File: config.mk
export PLATFORM = sky130hd
export DESIGN_NAME = mem_stage
export DESIGN_NICKNAME = d
export VERILOG_FILES = /design/src/rtl/mem_stage_pkg.sv /design/src/rtl/mem_stage_load_align.sv /design/src/rtl/mem_stage.sv
export SDC_FILE = /design/constraint.sdc
export NUM_CORES = 1
export LEC_CHECK = 0
export CORE_AREA = 3 3 166 168
export DETAILED_ROUTE_END_ITERATION = 16
export DIE_AREA = 0 0 169 171
export PLACE_DENSITY = 0.7
export SLEW_MARGIN = 0
export SYNTH_ARGS = -nofsm -noshare
export SYNTH_HDL_FRONTEND = slang
export SYNTH_SLANG_ARGS = --single-unit
File: constraint.sdc
create_clock -name clk -period 2.8 [get_ports clk]
set_clock_uncertainty 0.15 [all_clocks]
set_input_delay 0.28 -clock clk [delete_from_list [all_inputs] [get_ports clk]]
set_output_delay 0.28 -clock clk [all_outputs]
set_load 0.005 [all_outputs]
File: src/rtl/mem_stage_pkg.sv
// Shared widths, stall encodings and bus layouts for the memory stage.
// Optional misaligned-load detection is built when MEM_ADEL_CHECK_EN is defined.
package mem_stage_pkg;

    localparam int unsigned STALL_W      = 6;
    localparam int unsigned EX_TO_MEM_WD = 146;
    localparam int unsigned MEM_TO_WB_WD = 136;

    localparam logic STOP    = 1'b1;
    localparam logic NO_STOP = 1'b0;

    localparam int unsigned STALL_MEM = 3;
    localparam int unsigned STALL_WB  = 4;

    // Field offsets (LSB positions) of the memory-to-writeback bus.
    localparam int unsigned M2W_RF_WDATA = 0;
    localparam int unsigned M2W_RF_WADDR = 32;
    localparam int unsigned M2W_RF_WE    = 37;
    localparam int unsigned M2W_PC       = 38;
    localparam int unsigned M2W_LO       = 70;
    localparam int unsigned M2W_HI       = 102;
    localparam int unsigned M2W_WE_LO    = 134;
    localparam int unsigned M2W_WE_HI    = 135;

    typedef struct packed {
        logic        lb;
        logic        lbu;
        logic        lh;
        logic        lhu;
        logic        we_hi;
        logic        we_lo;
        logic [31:0] hi;
        logic [31:0] lo;
        logic [31:0] pc;
        logic        ram_en;
        logic [3:0]  ram_wen;
        logic        sel_rf_res;
        logic        rf_we;
        logic [4:0]  rf_waddr;
        logic [31:0] ex_result;
    } ex_to_mem_t;

    typedef struct packed {
        logic        we_hi;
        logic        we_lo;
        logic [31:0] hi;
        logic [31:0] lo;
        logic [31:0] pc;
        logic        rf_we;
        logic [4:0]  rf_waddr;
        logic [31:0] rf_wdata;
    } mem_to_wb_t;

endpackage

File: src/rtl/mem_stage_load_align.sv
// Load data extraction: selects byte/halfword from the read word and extends it.
module mem_stage_load_align (
    input  logic [31:0] rd_i,
    input  logic [1:0]  offset_i,
    input  logic        lb_i,
    input  logic        lbu_i,
    input  logic        lh_i,
    input  logic        lhu_i,
    input  logic        sel_rf_res_i,
    output logic [31:0] res_o
);

    logic [7:0]  byte_sel;
    logic [15:0] half_sel;

    always_comb begin
        byte_sel = rd_i[7:0];
        unique case (offset_i)
            2'd0: byte_sel = rd_i[7:0];
            2'd1: byte_sel = rd_i[15:8];
            2'd2: byte_sel = rd_i[23:16];
            2'd3: byte_sel = rd_i[31:24];
            default: byte_sel = rd_i[7:0];
        endcase
        half_sel = offset_i[1] ? rd_i[31:16] : rd_i[15:0];
    end

    always_comb begin
        res_o = '0;
        if (sel_rf_res_i) begin
            if (lb_i || lbu_i) begin
                res_o = {{24{lb_i & byte_sel[7]}}, byte_sel};
            end else if (lh_i || lhu_i) begin
                res_o = {{16{lh_i & half_sel[15]}}, half_sel};
            end else begin
                res_o = rd_i;
            end
        end
    end

endmodule

File: src/rtl/mem_stage.sv
// Memory pipeline stage: registers the execute bus, extracts load data (with a stall
// hold buffer) and drives writeback/forwarding. MEM_ADEL_CHECK_EN enables misaligned-load flagging.
module mem_stage
    import mem_stage_pkg::*;
#(
    parameter int unsigned EX_TO_MEM_WD = 146,
    parameter int unsigned MEM_TO_WB_WD = 136,
    parameter int unsigned STALL_W      = 6
) (
    input  logic                    clk,
    input  logic                    rst,
    input  logic [STALL_W-1:0]      stall,
    input  logic [EX_TO_MEM_WD-1:0] ex_to_mem_bus,
    input  logic [31:0]             data_sram_rdata,
    output logic [MEM_TO_WB_WD-1:0] mem_to_wb_bus,
    output logic                    fwd_mem_we,
    output logic [4:0]              fwd_mem_addr,
    output logic [31:0]             fwd_mem_data,
    output logic                    fwd_mem_we_hi,
    output logic                    fwd_mem_we_lo,
    output logic [31:0]             fwd_mem_hi,
    output logic [31:0]             fwd_mem_lo,
    output logic                    mem_adel
);

    logic [EX_TO_MEM_WD-1:0] bus_q, bus_d;
    logic [31:0]             rdata_hold_q, rdata_hold_d;
    logic                    hold_vld_q, hold_vld_d;
    ex_to_mem_t              ex;
    mem_to_wb_t              wb;
    logic                    is_load;
    logic                    plain_lw;
    logic [31:0]             rd;
    logic [31:0]             load_data;
    logic                    rf_we_eff;

    assign ex       = bus_q;
    assign is_load  = ex.ram_en & (ex.ram_wen == 4'b0000) & ex.sel_rf_res;
    assign plain_lw = ~(ex.lb | ex.lbu | ex.lh | ex.lhu);
    assign rd       = hold_vld_q ? rdata_hold_q : data_sram_rdata;

    always_comb begin
        bus_d = bus_q;
        if (stall[STALL_MEM] == STOP && stall[STALL_WB] == NO_STOP) begin
            bus_d = '0;
        end else if (stall[STALL_MEM] == NO_STOP) begin
            bus_d = ex_to_mem_bus;
        end
    end

    // Read data arrives only in the first MEM cycle; keep it while the stage is frozen.
    always_comb begin
        hold_vld_d   = hold_vld_q;
        rdata_hold_d = rdata_hold_q;
        if (stall[STALL_MEM] == NO_STOP || stall[STALL_WB] == NO_STOP) begin
            hold_vld_d = 1'b0;
        end else if (is_load && !hold_vld_q) begin
            hold_vld_d   = 1'b1;
            rdata_hold_d = data_sram_rdata;
        end
    end

    always_ff @(posedge clk) begin
        if (rst) begin
            bus_q        <= '0;
            hold_vld_q   <= 1'b0;
            rdata_hold_q <= '0;
        end else begin
            bus_q        <= bus_d;
            hold_vld_q   <= hold_vld_d;
            rdata_hold_q <= rdata_hold_d;
        end
    end

    mem_stage_load_align u_load_align (
        .rd_i        (rd),
        .offset_i    (ex.ex_result[1:0]),
        .lb_i        (ex.lb),
        .lbu_i       (ex.lbu),
        .lh_i        (ex.lh),
        .lhu_i       (ex.lhu),
        .sel_rf_res_i(ex.sel_rf_res),
        .res_o       (load_data)
    );

`ifdef MEM_ADEL_CHECK_EN
    assign mem_adel = is_load & (((ex.lh | ex.lhu) & ex.ex_result[0]) |
                                 (plain_lw & (ex.ex_result[1:0] != 2'b00)));
`else
    assign mem_adel = 1'b0;
`endif

    assign rf_we_eff = ex.rf_we & ~mem_adel;

    always_comb begin
        wb.we_hi    = ex.we_hi;
        wb.we_lo    = ex.we_lo;
        wb.hi       = ex.hi;
        wb.lo       = ex.lo;
        wb.pc       = ex.pc;
        wb.rf_we    = rf_we_eff;
        wb.rf_waddr = ex.rf_waddr;
        wb.rf_wdata = is_load ? load_data : ex.ex_result;
    end

    assign mem_to_wb_bus = wb;
    assign fwd_mem_we    = wb.rf_we;
    assign fwd_mem_addr  = wb.rf_waddr;
    assign fwd_mem_data  = wb.rf_wdata;
    assign fwd_mem_we_hi = wb.we_hi;
    assign fwd_mem_we_lo = wb.we_lo;
    assign fwd_mem_hi    = wb.hi;
    assign fwd_mem_lo    = wb.lo;

endmodule

[After elaboration in Yosys (flattened, before gate mapping)]
Cells that the tools add are included.
Cells by class
  reduce and logical (&&, ||, !) cells: 11
  equal/unequal tests: 3
  muxes and demuxes: 7
  bitwise logic cells: 7
Operators by type and width (count)
  $mux 32: 5
  $pmux 8 s4: 1
  $mux 16: 1
  $and 1x1->1: 4
  $eq 2x2->1 const B: 2
  $logic_not 4->1: 1
  $reduce_or 2->1: 2
  $logic_or 1x1->1: 3
  $not 1->1: 3
  $eq 2x1->1 const B: 1
  $logic_and 1x1->1: 2
  $logic_not 2->1: 1
  $reduce_and 2->1: 1
  $logic_not 1->1: 1
Storage, ports and cells
  input port bits: 186
  register bits: 179

[Depth between registers and ports, before layout]
  depth after elaboration: 7
  mapped depth: 8

[By module]
Synthesis repeated with hierarchy kept, for this count alone.
Unflattened totals
  cell total of the unflattened synthesis: 1029
  area, all modules: 9959.6 um^2
Modules (own cells, without submodules)
  mem_stage: cells each 898, times used 1, area each 8979.9 um^2, sequential area each 3583.4 um^2
  mem_stage_load_align: cells each 131, times used 1, area each 979.7 um^2, sequential area each 0.0 um^2

[Least setup slack after synthesis]
OpenSTA, ideal clock, no wires.
  kind: reg-to-output
  start point: reg hold_vld_q
  end point: out mem_to_wb_bus[21]
  arrival time: 1.964 ns
  required time: 2.370 ns
  cell stages (with the launch flop): 8
  setup slack: 0.406 ns
  path through: dfxtp_1 buf_2 mux4_2 a21oi_1 nor3_4 buf_6 a221o_1 buf_4
On the way
  word-level cells in the longest chain between the ends: 7
  elaborated cells between the ends (all ways): 9
  those cells by class: 7 x mux; 2 x bitwise
Ends and longest elaborated chain
  start, declared: RTL line mem_stage.sv:28  | logic hold_vld_q, hold_vld_d;
  start signal, assigned: RTL line mem_stage.sv:70  | hold_vld_q <= hold_vld_d;
  $mux 32 (*): RTL line mem_stage.sv:40  | assign rd = hold_vld_q ? rdata_hold_q : data_sram_rdata;
  $mux 16: RTL line mem_stage_load_align.sv:25  | half_sel = offset_i[1] ? rd_i[31:16] : rd_i[15:0];
  $and 1x1->1: RTL line mem_stage_load_align.sv:34  | res_o = {{16{lh_i & half_sel[15]}}, half_sel};
  $mux 32: RTL line mem_stage_load_align.sv:33  | end else if (lh_i || lhu_i) begin
  $mux 32 (*): RTL line mem_stage_load_align.sv:31  | if (lb_i || lbu_i) begin
  $mux 32 (*): RTL line mem_stage_load_align.sv:30  | if (sel_rf_res_i) begin
  $mux 32 (*): RTL line mem_stage.sv:103  | wb.rf_wdata = is_load ? load_data : ex.ex_result;
  end, declared: RTL line mem_stage.sv:15  | output logic [MEM_TO_WB_WD-1:0] mem_to_wb_bus,
Every way passes the cells marked *; elsewhere a longest branch is shown, timed or not.

[Final worst setup path]
  start point: reg bus_q[40]
  end point: out fwd_mem_data[14]
On the way
  word-level cells in the longest chain between the ends: 4
Ends and longest elaborated chain
  start, declared: RTL line mem_stage.sv:26  | logic [EX_TO_MEM_WD-1:0] bus_q, bus_d;
  start signal, assigned: RTL line mem_stage.sv:69  | bus_q <= bus_d;
  $logic_not 4->1: RTL line mem_stage.sv:38  | assign is_load = ex.ram_en & (ex.ram_wen == 4'b0000) & ex.sel_rf_res;
  $and 1x1->1 (2 in series): RTL line mem_stage.sv:38
  $mux 32: RTL line mem_stage.sv:103
  end, declared: RTL line mem_stage.sv:18  | output logic [31:0] fwd_mem_data,
Every way passes these cells.

==> reports/qor.csv <==
stage;metric;value;unit
worst_hold_path;hold_depth;3;
power_and_ir_drop;total_power;6.34;mW
global_route;grt_max_degree;77;
flow_run;maxCapViolCount;0;
synthesis;syn-num-nets;1179;
global_route;grt.total_usage;21.5;%
synthesis;ys_seq_elements;179;
cts;ctsHoldBuffers;0;
synthesis;synth_top_family_by_area;multiplexers;
critical_path;critical_path.max_stage_delay;0.53;ns
critical_path;slowest_stage;or4b_4;
synthesis;yosys.area_share.simple;11.7;%
floorplan;die_h;171;um
place;hpwl;24500;um
synthesis;syn_area_per_cell;9.31;um^2
floorplan;row_count;59;
power_and_ir_drop;power_density;460;mW/mm^2
synthesis;synth.cell_area;0.00924;mm^2
timing;setup_violations;36;
timing;max_freq;343;MHz
drt;drt_pre_antenna_iters;5;
synthesis;seq_area_frac_synth;38.8;%
floorplan;initial_core_util;35.5;%
floorplan;die_area;0.0289;mm^2
floorplan;core_area;0.0261;mm^2
drt;drc_errors;0;
synthesis;synthMuxAreaShare;24.9;%
power_and_ir_drop;vdd_drop_max;0.313;mV
drt;drtAntennaViolNets;0;
drt;routed-via-count;7764;
layout;fin_util;52.9;%
synthesis;synth_cells;993;
synthesis;synth_top_area_share;38.8;%
drt;wirelength;32800;um
critical_path;arrival;2.48;ns
layout;fin_nets;1451;
synthesis;synthXorXnorAreaFrac;0;%
cts;cts.sinks;179;
cts;cts_buffers;17;
critical_path;r2r.worst_path.cells;8;
timing;finalCriticalPeriod;2.91;ns
worst_hold_path;hold_path_end;bus_q[113]$_SDFFE_PP0N_;
floorplan;die_w;169;um
worst_hold_path;worst_hold_path_type;in2reg;
timing;tightestPinTransition;0.588;ns
critical_path;cp_max_fo;4;
cts;htreeDepth;4;
cts;cts_tree;built;
timing;setup_slack;-0.114;ns
critical_path;path_delay_family;simple AND/OR/NAND/NOR gates;
layout;num-fill-cells;2348;
power_and_ir_drop;p_leak;5.71;nW
cts;clk_pin_slew_worst_paths;0.08;ns
critical_path;r2r_setup_slack;0.43;ns
drt;routed_via_density;4.81;
place;place_congestion;0.873;
layout;syn_to_final_growth;49.2;%
timing;rsz0062_at_grt;true;
critical_path;cp-end-kind;primary output;
global_route;grt_pass1_wl;47400;um
critical_path;cp_cell_sequence;or4b_4 -> buf_6 -> nor2_4 -> nand3_4 -> buf_6 -> buf_6 -> o31ai_4 -> buf_6 -> buf_6 -> buf_6;
status;status;finished with violations;
critical_path;r2r-start;bus_q[40]$_SDFFE_PP0N_;
critical_path;rr_endpoint;rdata_hold_q[20]$_SDFFE_PP0P_;
cts;clk_latency;0.44;ns
drt;drt_iter0_drc;407;
timing;relSlewSlack;60.8;%
cts;clk_path_buf_depth;2;
synthesis;ys_top_cells_by_area;dfxtp_1 (39%), mux2i_1 (23%), buf_4 (17%), nor2_1 (7.9%), nand2_1 (2.2%);
critical_path;critPathKind;reg2out;
critical_path;start_kind;flip-flop;
timing;slew_viol_final;0;
global_route;globalRouteOverflowTotal;0;
synthesis;synthDistinctLibCells;41;
synthesis;synth_largest_area_cell;dfxtp_1;
synthesis;synth_fa_ha_area_share;0;%
timing;hold_viol;0;
global_route;first_global_vias;7817;
critical_path;path_buf_inv;6;
cts;root_buffer;clkbuf_16;
floorplan;io_pins;427;
layout;drive_gt1_share;20.0;%
drt;wl_per_cell;20.3;um
timing;fin_crit_sh;104;%
synthesis;synth_compound_area_share;4.70;%
global_route;antenna_found_initial;6;
status;violations;negative setup slack;
worst_hold_path;min_from;stall[3];
critical_path;crit_top_cell;buf_6;
synthesis;yosysWarnings;0;
critical_path;cp.required;2.37;ns
place;io_buffers;421;
[final cells by class]
class                      count  area [um^2]  share of cell area, %
clock buffer                  17          425                   3.09
inverter                       2         7.51                 0.0544
sequential                   179         3590                   26.0
multi-input combinational    546         4220                   30.6
tap                          335          419                   3.04
clock inverter                15          143                   1.03
antenna                        1         2.50                 0.0181
timing repair buffer         519         4980                   36.1
[metal layers]
metal  track usage [%]  share of wire [%]
met5                 0               0.22
met4              5.19                1.9
met3              7.09                8.8
met2              38.7                 50
met1              24.8                 39
[where the power goes]
| part | internal [mW] | switching [mW] | total, mW |
|---|---|---|---|
| registers | 2.65 | 0.0800 | 2.73 |
| logic | 0.737 | 0.499 | 1.24 |
| clock network | 1.19 | 1.18 | 2.37 |
| total | 4.57 | 1.76 | 6.34 |
[worst max-delay path by stage]
stage                                  startpoint           endpoint  slack [ns]  cells after the start
after global placement        data_sram_rdata[23]    fwd_mem_data[9]       -0.48                      7
after floorplan           hold_vld_q$_SDFFE_PP0P_  mem_to_wb_bus[21]        0.41                      7
after CTS                  bus_q[39]$_SDFFE_PP0N_   fwd_mem_data[31]       -0.15                      9
final                      bus_q[40]$_SDFFE_PP0N_   fwd_mem_data[14]       -0.11                     10
after detailed placement      data_sram_rdata[23]    fwd_mem_data[9]       -0.49                      7
after global routing       bus_q[40]$_SDFFE_PP0N_   fwd_mem_data[14]       -0.17                     10
[Yosys cell counts (all sizes together)]
cell,n
nor2,196
and3,1
o21a,1
nand2b,2
nand3b,1
o31ai,10
nand2,53
nor3b,1
clkbuf,25
mux2i,212
a21oi,12
a22o,1
clkinv,1
or2,2
nand3,6
inv,1
or4b,1
dfxtp,179
buf,241
o21ai,5
o211ai,1
nor4,1
o221ai,4
a311o,1
a21o,2
a221o,16
conb,1
nor3,3
o2111a,1
mux4,7
mux2,2
o22ai,1
a31oi,2
[sequential cells by signal (all words and copies together), names as in the netlist]
register and flops:
bus_q 146, hold_vld_q 1, rdata_hold_q 32
[logic make-up (layout without fill, tap and decap cells)]
family / count (synthesis) / in the layout
other cells: 1 / 2
compound gates: 57 / 57
mux: 221 / 221
simple gates: 267 / 267
flops: 179 / 179
buf+inv: 268 / 553
[worst register-to-register path: cells and delay by family, from the launching register on]
| family | cells | cell delay, ns |
|---|---|---|
| multiplexers | 1 | 0.22 |
| AND/OR/NAND/NOR | 3 | 0.89 |
| buffers and inverters | 4 | 0.65 |
| flip-flops | 1 | 0.32 |
[timing repair]
action | 4_1_cts | 5_1_grt
gates resized for setup | 342 | 25
cloned | 2 | 0
setup endpoints to repair | 64 | 64
setup buffers | 38 | 7
pin swaps | 33 | 16
[layout by cell type, fill, tap and decap left out, types with 2 or more instances in the layout]
cell | netlist | layout
a21oi_1 | 12 | 5
o31ai_2 | 0 | 2
o21ai_1 | 1 | 3
mux2i_1 | 212 | 205
a221o_1 | 16 | 16
nand2_1 | 53 | 44
mux2i_4 | 0 | 6
buf_16 | 0 | 2
buf_12 | 0 | 8
o31ai_4 | 0 | 7
dlygate4sd2_1 | 0 | 2
nand2_4 | 0 | 3
inv_8 | 0 | 5
inv_6 | 0 | 3
buf_6 | 5 | 39
nand3_1 | 5 | 5
clkinv_4 | 0 | 3
clkdlybuf4s50_1 | 0 | 356
mux4_2 | 7 | 7
nor2_1 | 195 | 195
dfxtp_1 | 179 | 176
clkinv_2 | 0 | 2
a31oi_2 | 0 | 2
o221ai_4 | 0 | 3
dfxtp_2 | 0 | 2
nand2_2 | 0 | 5
clkbuf_16 | 0 | 17
mux2_2 | 2 | 2
a21oi_2 | 0 | 6
buf_4 | 207 | 66
nand2b_1 | 2 | 2
buf_2 | 9 | 42
[stage by stage]
| step | worst slack [ns] | instances | hold WS, ns | instance area [um^2] | TNS, ns |
|---|---|---|---|---|---|
| 2_1_floorplan | 0.406 | 993 | 0.274 | 9240 | 0 |
| 3_3_place_gp | -0.479 | 1544 | 0.321 | 12600 | -15.69 |
| 3_5_place_dp | -0.489 | 1544 | 0.331 | 12600 | -16.85 |
| 4_1_cts | -0.152 | 1610 | 0.262 | 13700 | -2.88 |
| 5_1_grt | -0.174 | 1614 | 0.286 | 13800 | -4.58 |
| 6_report | -0.114 | 1614 | 0.281 | 13800 | -1.85 |
(Power assumes the default switching activity.)
